$ cat src/rtl/uart_rx_fifo.sv
// rtl/uart_rx_fifo.sv - UART receiver with a synchroniser, a frame FSM and a word FIFO
//
// Ports:
//   clk        - single clock, rising edge
//   rstN       - asynchronous active-low reset
//   rx         - asynchronous serial input, idles high
//   rx_data    - data bits of the FIFO head word (0 when empty)
//   rx_valid   - FIFO not empty
//   rx_ready   - consumer accept; pop when rx_valid && rx_ready
//   parity_err - parity-error flag of the head word
//   frame_err  - framing-error flag of the head word
//   overrun    - one-cycle pulse when a completed frame is dropped on a full FIFO
`timescale 1ns/1ps
module uart_rx_fifo #(
    parameter int CLKS_PER_BIT = 32,
    parameter int DATA_BITS    = 8,
    parameter int PARITY_EN    = 0,
    parameter int PARITY_ODD   = 0,
    parameter int STOP_BITS    = 1,
    parameter int FIFO_DEPTH   = 4
) (
    input  logic                 clk,
    input  logic                 rstN,
    input  logic                 rx,
    output logic [DATA_BITS-1:0] rx_data,
    output logic                 rx_valid,
    input  logic                 rx_ready,
    output logic                 parity_err,
    output logic                 frame_err,
    output logic                 overrun
);

    if (CLKS_PER_BIT < 4) begin : g_bad_clks_per_bit
        $error("uart_rx_fifo: CLKS_PER_BIT must be >= 4");
    end
    if (DATA_BITS < 5 || DATA_BITS > 9) begin : g_bad_data_bits
        $error("uart_rx_fifo: DATA_BITS must be in 5..9");
    end
    if (PARITY_EN != 0 && PARITY_EN != 1) begin : g_bad_parity_en
        $error("uart_rx_fifo: PARITY_EN must be 0 or 1");
    end
    if (PARITY_ODD != 0 && PARITY_ODD != 1) begin : g_bad_parity_odd
        $error("uart_rx_fifo: PARITY_ODD must be 0 or 1");
    end
    if (STOP_BITS != 1 && STOP_BITS != 2) begin : g_bad_stop_bits
        $error("uart_rx_fifo: STOP_BITS must be 1 or 2");
    end
    if (FIFO_DEPTH < 2 || (FIFO_DEPTH & (FIFO_DEPTH - 1)) != 0) begin : g_bad_fifo_depth
        $error("uart_rx_fifo: FIFO_DEPTH must be a power of 2 and >= 2");
    end

    localparam int CW = $clog2(CLKS_PER_BIT);
    localparam int IW = 4;
    localparam int AW = $clog2(FIFO_DEPTH);
    localparam int PW = AW + 1;
    localparam int WW = DATA_BITS + 2;

    localparam logic [CW-1:0] CNT_LAST  = CW'(CLKS_PER_BIT - 1);
    localparam logic [CW-1:0] CNT_HALF  = CW'(CLKS_PER_BIT / 2 - 1);
    localparam logic [IW-1:0] DATA_LAST = IW'(DATA_BITS - 1);
    localparam logic [IW-1:0] STOP_LAST = IW'(STOP_BITS - 1);
    localparam logic          HAS_PAR   = (PARITY_EN != 0);
    localparam logic          ODD_PAR   = (PARITY_ODD != 0);

    typedef enum logic [2:0] {
        S_IDLE   = 3'd0,
        S_START  = 3'd1,
        S_DATA   = 3'd2,
        S_PARITY = 3'd3,
        S_STOP   = 3'd4,
        S_BREAK  = 3'd5
    } state_t;

    // Synchroniser
    logic rx_meta_q, rx_sync_q;

    // Frame FSM
    state_t               state_q, state_d;
    logic [CW-1:0]        cnt_q, cnt_d;
    logic [IW-1:0]        idx_q, idx_d;
    logic [DATA_BITS-1:0] shift_q, shift_d;
    logic                 perr_q, perr_d;
    logic                 ferr_q, ferr_d;
    logic                 push;
    logic [WW-1:0]        push_word;

    // FIFO
    logic [WW-1:0] mem_q [FIFO_DEPTH];
    logic [WW-1:0] mem_d [FIFO_DEPTH];
    logic [PW-1:0] wr_q, wr_d, rd_q, rd_d;
    logic          overrun_q, overrun_d;
    logic          empty, full, pop, wr_en;
    logic [WW-1:0] head;

    always_comb begin
        state_d   = state_q;
        cnt_d     = cnt_q;
        idx_d     = idx_q;
        shift_d   = shift_q;
        perr_d    = perr_q;
        ferr_d    = ferr_q;
        push      = 1'b0;
        case (state_q)
            S_IDLE: begin
                if (!rx_sync_q) begin
                    state_d = S_START;
                    cnt_d   = '0;
                    idx_d   = '0;
                    perr_d  = 1'b0;
                    ferr_d  = 1'b0;
                end
            end
            S_START: begin
                // Mid-bit recheck rejects glitches shorter than half a bit
                if (cnt_q == CNT_HALF) begin
                    cnt_d   = '0;
                    state_d = rx_sync_q ? S_IDLE : S_DATA;
                end else begin
                    cnt_d = cnt_q + CW'(1);
                end
            end
            S_DATA: begin
                if (cnt_q == CNT_LAST) begin
                    cnt_d   = '0;
                    shift_d = {rx_sync_q, shift_q[DATA_BITS-1:1]};
                    if (idx_q == DATA_LAST) begin
                        idx_d   = '0;
                        state_d = HAS_PAR ? S_PARITY : S_STOP;
                    end else begin
                        idx_d = idx_q + IW'(1);
                    end
                end else begin
                    cnt_d = cnt_q + CW'(1);
                end
            end
            S_PARITY: begin
                if (cnt_q == CNT_LAST) begin
                    cnt_d   = '0;
                    perr_d  = (^shift_q) ^ rx_sync_q ^ ODD_PAR;
                    state_d = S_STOP;
                end else begin
                    cnt_d = cnt_q + CW'(1);
                end
            end
            S_STOP: begin
                if (cnt_q == CNT_LAST) begin
                    cnt_d  = '0;
                    ferr_d = ferr_q | ~rx_sync_q;
                    if (idx_q == STOP_LAST) begin
                        push  = 1'b1;
                        idx_d = '0;
                        // A low last stop sample always carries frame_err, so it
                        // is treated as the start of a break condition.
                        state_d = rx_sync_q ? S_IDLE : S_BREAK;
                    end else begin
                        idx_d = idx_q + IW'(1);
                    end
                end else begin
                    cnt_d = cnt_q + CW'(1);
                end
            end
            S_BREAK: begin
                if (rx_sync_q) begin
                    state_d = S_IDLE;
                end
            end
            default: state_d = S_IDLE;
        endcase
    end

    // The word includes the frame_err contribution of the current stop sample
    assign push_word = {shift_q, perr_q, ferr_d};

    assign empty = (wr_q == rd_q);
    assign full  = (wr_q[AW] != rd_q[AW]) && (wr_q[AW-1:0] == rd_q[AW-1:0]);
    assign pop   = !empty && rx_ready;
    // When full, a simultaneous pop frees the head slot that the write reuses
    assign wr_en = push && (!full || pop);

    always_comb begin
        mem_d     = mem_q;
        wr_d      = wr_q;
        rd_d      = rd_q;
        overrun_d = push && full && !pop;
        if (wr_en) begin
            mem_d[wr_q[AW-1:0]] = push_word;
            wr_d                = wr_q + PW'(1);
        end
        if (pop) begin
            rd_d = rd_q + PW'(1);
        end
    end

    always_ff @(posedge clk or negedge rstN) begin
        if (!rstN) begin
            rx_meta_q <= 1'b1;
            rx_sync_q <= 1'b1;
            state_q   <= S_IDLE;
            cnt_q     <= '0;
            idx_q     <= '0;
            shift_q   <= '0;
            perr_q    <= 1'b0;
            ferr_q    <= 1'b0;
            wr_q      <= '0;
            rd_q      <= '0;
            overrun_q <= 1'b0;
            for (int i = 0; i < FIFO_DEPTH; i++) begin
                mem_q[i] <= '0;
            end
        end else begin
            rx_meta_q <= rx;
            rx_sync_q <= rx_meta_q;
            state_q   <= state_d;
            cnt_q     <= cnt_d;
            idx_q     <= idx_d;
            shift_q   <= shift_d;
            perr_q    <= perr_d;
            ferr_q    <= ferr_d;
            wr_q      <= wr_d;
            rd_q      <= rd_d;
            overrun_q <= overrun_d;
            mem_q     <= mem_d;
        end
    end

    assign head       = empty ? '0 : mem_q[rd_q[AW-1:0]];
    assign rx_valid   = !empty;
    assign rx_data    = head[WW-1:2];
    assign parity_err = head[1];
    assign frame_err  = head[0];
    assign overrun    = overrun_q;

endmodule

$ cat config.mk
export PLATFORM = sky130hd
export DESIGN_NAME = uart_rx_fifo
export DESIGN_NICKNAME = d
export VERILOG_FILES = /design/src/rtl/uart_rx_fifo.sv
export SDC_FILE = /design/constraint.sdc
export NUM_CORES = 1
export LEC_CHECK = 0
export ABC_AREA = 1
export CAP_MARGIN = 0
export CORE_ASPECT_RATIO = 0.9
export CORE_MARGIN = 5
export CORE_UTILIZATION = 48
export DETAILED_ROUTE_END_ITERATION = 8
export HOLD_SLACK_MARGIN = 0.03
export PLACE_DENSITY = 0.68
export SETUP_SLACK_MARGIN = 0.3
export SLEW_MARGIN = 20
export SYNTH_ARGS = -nofsm -noshare
export SYNTH_HDL_FRONTEND = slang
export SYNTH_SLANG_ARGS = --single-unit
$ cat constraint.sdc
create_clock -name clk -period 2.2 [get_ports clk]
set_input_delay 0.44 -clock clk [delete_from_list [all_inputs] [get_ports clk]]
set_output_delay 0.44 -clock clk [all_outputs]
set_load 0.01 [all_outputs]
==> results.cfg, run 1 <==
[run_status]
outcome = completed

[cells_and_area]
layout-drive-gt1-share_pct = 38.28
diodes = 0
mostFrequentLayoutCell = nand2_1
final_nets = 524
mostFrequentLayoutCells = nand2_1 (76), dfrtp_1 (68), inv_1 (36)
area_delta_synth_final_pct = 41.02
fin_cells = 608

[worst_setup_path]
endpoint_kind = output pin
r2r_cells = 11
critPathRequiredTime_ps = 1760
crit_family = flip-flops
path_cells = xor2_2, a21oi_4, nand2_4, buf_6, nand2_2, inv_2, buf_6
critPathBufInv = 3
path_max_fanout = 4
worst-r2r-setup-slack_ps = 250
rr_endpoint = mem_q[23]
max_stage_delay_ps = 440
start_kind = register
slowest_stage = dfrtp_1
path_common_cell = buf_6
timing.rr.start = cnt_q[0]
worstPathArrival_ps = 1670
criticalPathCategory = register to output pin

[synth]
synthMuxAreaShare_pct = 0
synth_area_per_cell_sq_um = 8.140
synthDistinctLibCells = 32
ys_seq_elements = 71
synthArstFlopShare_pct = 100.0
synth_xor_area_share_pct = 2.407
syn_inst = 447
yosys_most_used_dff = dfrtp_1
synth_compound_area_share_pct = 16.02
synthSimpleGateAreaFrac_pct = 20.84
syn_area_sq_um = 3638
syn_nets = 463
yosysSeqAreaShare_pct = 48.90
synth_top_family_by_area = simple AND/OR/NAND/NOR gates
synth_adder_area_share_pct = 4.127
ys_warn_count = 0
synth_edf_count = 0

[drt]
wl_met1_um = 4082
routed_wl_um = 10230
postRouteAntennaNets = 0
first_pass_iters = 4
num_vias = 3319
routedWlPerCell_um = 16.83
top_layer = met4
met3_wirelength_um = 610
viasPerCell = 5.459
dr_wl_met2_um = 5161
drt_iter0_markers = 139
route.detailed.drc = 0

[floorplan]
core_area_sq_um = 7470
num_rows = 30
dieHeight_um = 92.60
dieArea_sq_um = 9424
pin_count = 16
die_w_um = 101.8
start_util_pct = 48.71

[global_routing]
grt_pass1_vias = 3000
grt.total_usage_pct = 19.29
grt-ovfl-total = 0
antenna_found_initial = 0
grt_pass1_wl_um = 14400
grt_max_degree = 72

[power]
power.total_w = 0.003598
power_density_nw_per_um2 = 701.1
ir_drop_mv = 0.7049
power.leakage_nw = 2.472

[sta]
tightest_slew_ps = 545.4
relSlewSlack_pct = 63.40
max_freq_mhz = 473.5
hold_ws_ps = 93.79
rsz0062_at_grt = yes
tns_ps = 0
fin_crit_sh_pct = 95.99
finalSetupViolCount = 0
fin_crit_ps = 2112
hold_viol_final = 0
skew_ps = 13.99
slew_violations = 0

[clocking]
insertion_delay_ps = 350
htree_num_levels = 3
cts_hold_buf = 0
cts_buffer_depth = 2
clockRootBuffer = clkbuf_8
cts.sinks = 71
cts_tree = done
path_clk_slew_ps = 80
numCtsBuffers = 9

[flow_run]
maxCapViolations = 0

[hold_path]
hold_path_class = primary input to asynchronous set/reset pin

[placement]
gp_congestion = 0.8197
hpwl_um = 5182
dp_cells = 554
io_buffer_count = 15
-- worst register-to-register path: cells and delay by family, from the launching register on --
family | cells | cell delay (ps)
fa+ha+maj | 2 | 430
buf+inv | 4 | 500
simple gates | 4 | 470
flops | 1 | 370
compound gates | 1 | 60
-- per-stage QoR --
step | utilization (%) | worst slack [ps] | cell area (sq um)
final | 68.69 | 88.14 | 5131
after global routing | 68.69 | 11.16 | 5131
after CTS | 58.71 | 67.10 | 4385
after detailed placement | 52.63 | 31.42 | 3931
after global placement | 52.63 | 64.73 | 3931
after floorplan | - | 357.4 | 3643
-- cell usage after synthesis (2+ instances only) --
cell type / number / area (sq um)
nand2_1: 126 / 473.0
ha_1: 12 / 150.1
o21ai_1: 36 / 180.2
inv_1: 47 / 176.4
o21ai_0: 39 / 195.2
o22ai_1: 12 / 75.07
nand3_1: 17 / 85.08
a21oi_1: 7 / 35.03
nor2_1: 32 / 120.1
buf_2: 5 / 25.02
nor3_1: 2 / 10.01
o21ai_2: 6 / 52.55
xor2_1: 6 / 52.55
xnor2_1: 4 / 35.03
clkbuf_1: 7 / 26.28
buf_4: 2 / 15.01
dfrtp_1: 69 / 1727
dfstp_2: 2 / 52.55
buf_6: 3 / 33.78
-- what timing repair did --
item                                    CTS  global route
pin swaps                                 7            14
buffers inserted                         16             9
resized for setup                        88           144
endpoints found under the setup margin   59            64
gates cloned                              5             9
-- kinds of logic after synthesis --
family	count (synthesis)
AOI/OAI and AO/OA	106
DFF	71
xor gates and xnor gates	10
buffers and inverters	65
and+or+nand+nor	183
adders and majority gates	12
-- worst max path at each step --
stage	startpoint	endpoint	slack (ps)	cells past startpoint
2_1_floorplan	cnt_q[0]	mem_q[0]	360	10
3_3_place_gp	wr_q[0]	frame_err	60	6
3_5_place_dp	wr_q[0]	frame_err	30	6
4_1_cts	rd_q[0]	rx_data[7]	70	7
5_1_grt	rd_q[0]	rx_data[3]	10	8
6_report	wr_q[0]	rx_data[3]	90	7
-- flip-flops by register name, indices dropped and copies added, names as in the netlist --
name / count
cnt_q: 5
rd_q: 3
perr_q: 1
shift_q: 8
idx_q: 4
rx_meta_q: 1
wr_q: 3
overrun: 1
state_q: 3
ferr_q: 1
mem_q: 40
rx_sync_q: 1
-- area by class of cell --
cell class / count / area (sq um)
repair buffers: 66 / 737.0
flip-flops and latches: 71 / 1780
inverters: 48 / 190.2
fillers: 529 / 2338
multi-input cells: 312 / 2093
clock inverters: 6 / 86.33
well taps: 96 / 120.1
clock buffers: 9 / 123.9
-- where the power goes --
part	switching, W	leakage [nW]	internal (W)
Sequential	0.000108	0.958	0.00137
Combinational	0.000592	1.41	0.000394
Clock	0.000504	0.105	0.000630
Total	0.00120	2.47	0.00239
-- routing by layer --
metal,vias up,track usage (%)
met3,36,5.422
met2,109,31.64
met4,0,5.094
li1,1580,-
met1,1594,25.01
met5,-,0
No activity file was read; power rests on OpenSTA's default activity.
==> run 2: changes to the inputs <==
Settings changed: MAX_ROUTING_LAYER set to met4.
==> results.cfg, run 2 (synthesis results as in run 1) <==
[floorplan]
start_util_pct = 48.71
dieArea_sq_um = 9424
die_w_um = 101.8
core_area_sq_um = 7470
num_rows = 30
pin_count = 16
dieHeight_um = 92.60

[placement]
post-place-ws_ps = 31.42
gp_congestion = 0.8320
dpl-instance-area_sq_um = 3931
io_buffer_count = 15
hpwl_um = 5182

[clocking]
cts_buffer_depth = 2
htree_num_levels = 3
cts_tree = done
numCtsBuffers = 9
clockRootBuffer = clkbuf_8
cts.sinks = 71
cts_hold_buf = 0
path_clk_slew_ps = 80
insertion_delay_ps = 340

[sta]
tightest_slew_ps = 533.6
relSlewSlack_pct = 64.19
finalWorstSetupSlack_ps = 51.54
max_freq_mhz = 465.4
rsz0062_at_grt = yes
slew_violations = 0
fin_crit_sh_pct = 97.66
skew_ps = 14.47
fin_crit_ps = 2148
finalSetupViolCount = 0
hold_viol_final = 0
tns_ps = 0

[worst_setup_path]
worstPathArrival_ps = 1710
path_max_fanout = 6
rr_endpoint = mem_q[23]
start_kind = register
worst-r2r-setup-slack_ps = 260
r2r_cells = 11
timing.rr.start = cnt_q[0]
endpoint_kind = output pin
critPathRequiredTime_ps = 1760
criticalPathCategory = register to output pin

[drt]
viasPerCell = 5.433
drt_iter0_markers = 118
met3_wirelength_um = 644
routed_wl_um = 10180
num_vias = 3298
routedWlPerCell_um = 16.77
postRouteAntennaNets = 0
wl_met1_um = 4049
route.detailed.drc = 0
top_layer = met4
dr_wl_met2_um = 5063
first_pass_iters = 4

[global_routing]
grt_pass1_wl_um = 14390
grt.total_usage_pct = 19.81
grt_pass1_vias = 2999
grt-ovfl-total = 0
grt_max_degree = 72
antenna_found_initial = 0

[cells_and_area]
area_delta_synth_final_pct = 40.82
mostFrequentLayoutCell = nand2_1
mostFrequentLayoutCells = nand2_1 (76), dfrtp_1 (68), inv_1 (36)
diodes = 0
reg_top3 = mem_q x40, shift_q x8, cnt_q x5
largest_reg_flops = 40
regMostFlops = mem_q
fillers = 525
layout-drive-gt1-share_pct = 37.96
stdcell_area_sq_um = 5124
final_nets = 523

[flow_run]
maxCapViolations = 0

[power]
p_int_w = 0.002394
pwr-share-seq_pct = 41.1
power.total_w = 0.003594
p_switching_w = 0.001200
ir_drop_mv = 0.6890
power_density_nw_per_um2 = 701.4
swShare_pct = 33.40
power.leakage_nw = 2.467
clkPwrFrac_pct = 31.6
combPwrFrac_pct = 27.3

[hold_path]
hold_path_class = primary input to asynchronous set/reset pin

[run_status]
outcome = completed
## run 2: cell count changes in the layout (fill, tap and decap cells not counted)
cell	change
nor2_2	-1
nor2_1	+1
buf_2	-1
## run 2: what timing repair did
item / 4_1_cts / 5_1_grt
gates resized for setup: 88 / 144
endpoints found under the setup margin: 59 / 65
pin swaps: 7 / 15
setup buffers: 16 / 8
cloned: 5 / 9
## run 2: layout make-up
type / instances / area [sq um] / area share (%)
clock buffer: 9 / 123.9 / 2.418
clock inverter: 6 / 86.33 / 1.685
inverter: 48 / 190.2 / 3.712
multi-input combinational: 312 / 2091 / 40.81
sequential: 71 / 1780 / 34.75
tap: 96 / 120.1 / 2.344
timing repair buffer: 65 / 732.0 / 14.29
## run 2: worst max path at each step
stage	from	end	slack, ps	cells after the start
floorplan	cnt_q[0]	mem_q[0]	360	10
global placement	wr_q[0]	frame_err	60	6
detailed placement	wr_q[0]	frame_err	30	6
CTS	rd_q[0]	rx_data[7]	70	7
global route	rd_q[0]	rx_data[3]	-30	8
finish	rd_q[0]	rx_data[1]	50	8
## run 2: power by group through the flow
stage                     Clock, W  Sequential [W]  Combinational, W
after floorplan                  0         0.00146          0.000609
after global placement           0         0.00150          0.000713
after detailed placement         0         0.00150          0.000733
after CTS                  0.00115         0.00147          0.000805
after global routing       0.00120         0.00149           0.00111
final                      0.00114         0.00148          0.000981
## run 2: metal layers
layer  vias to the layer above  global-route usage (%)
met2                       121                   31.64
met5                         -                       -
met3                        40                   5.346
li1                       1573                       -
met4                         0                   5.094
met1                      1564                   25.01
## run 2: worst max-delay path, stage by stage, from the launching register on
cell and delay, ps:
dfrtp_2 410, buf_6 140, inv_8 40, buf_6 120, o21ai_0 260, o22ai_2 140
nand2_4 90, inv_2 30, buf_6 110
## run 2: per-stage QoR
stage | utilization, % | std cells | hold WS [ps]
after floorplan | - | 447 | 144.4
after global placement | 52.63 | 554 | 347.2
after detailed placement | 52.63 | 554 | 349.2
after CTS | 58.71 | 590 | 118.7
after global routing | 68.59 | 607 | 127.8
final | 68.59 | 607 | 88.28
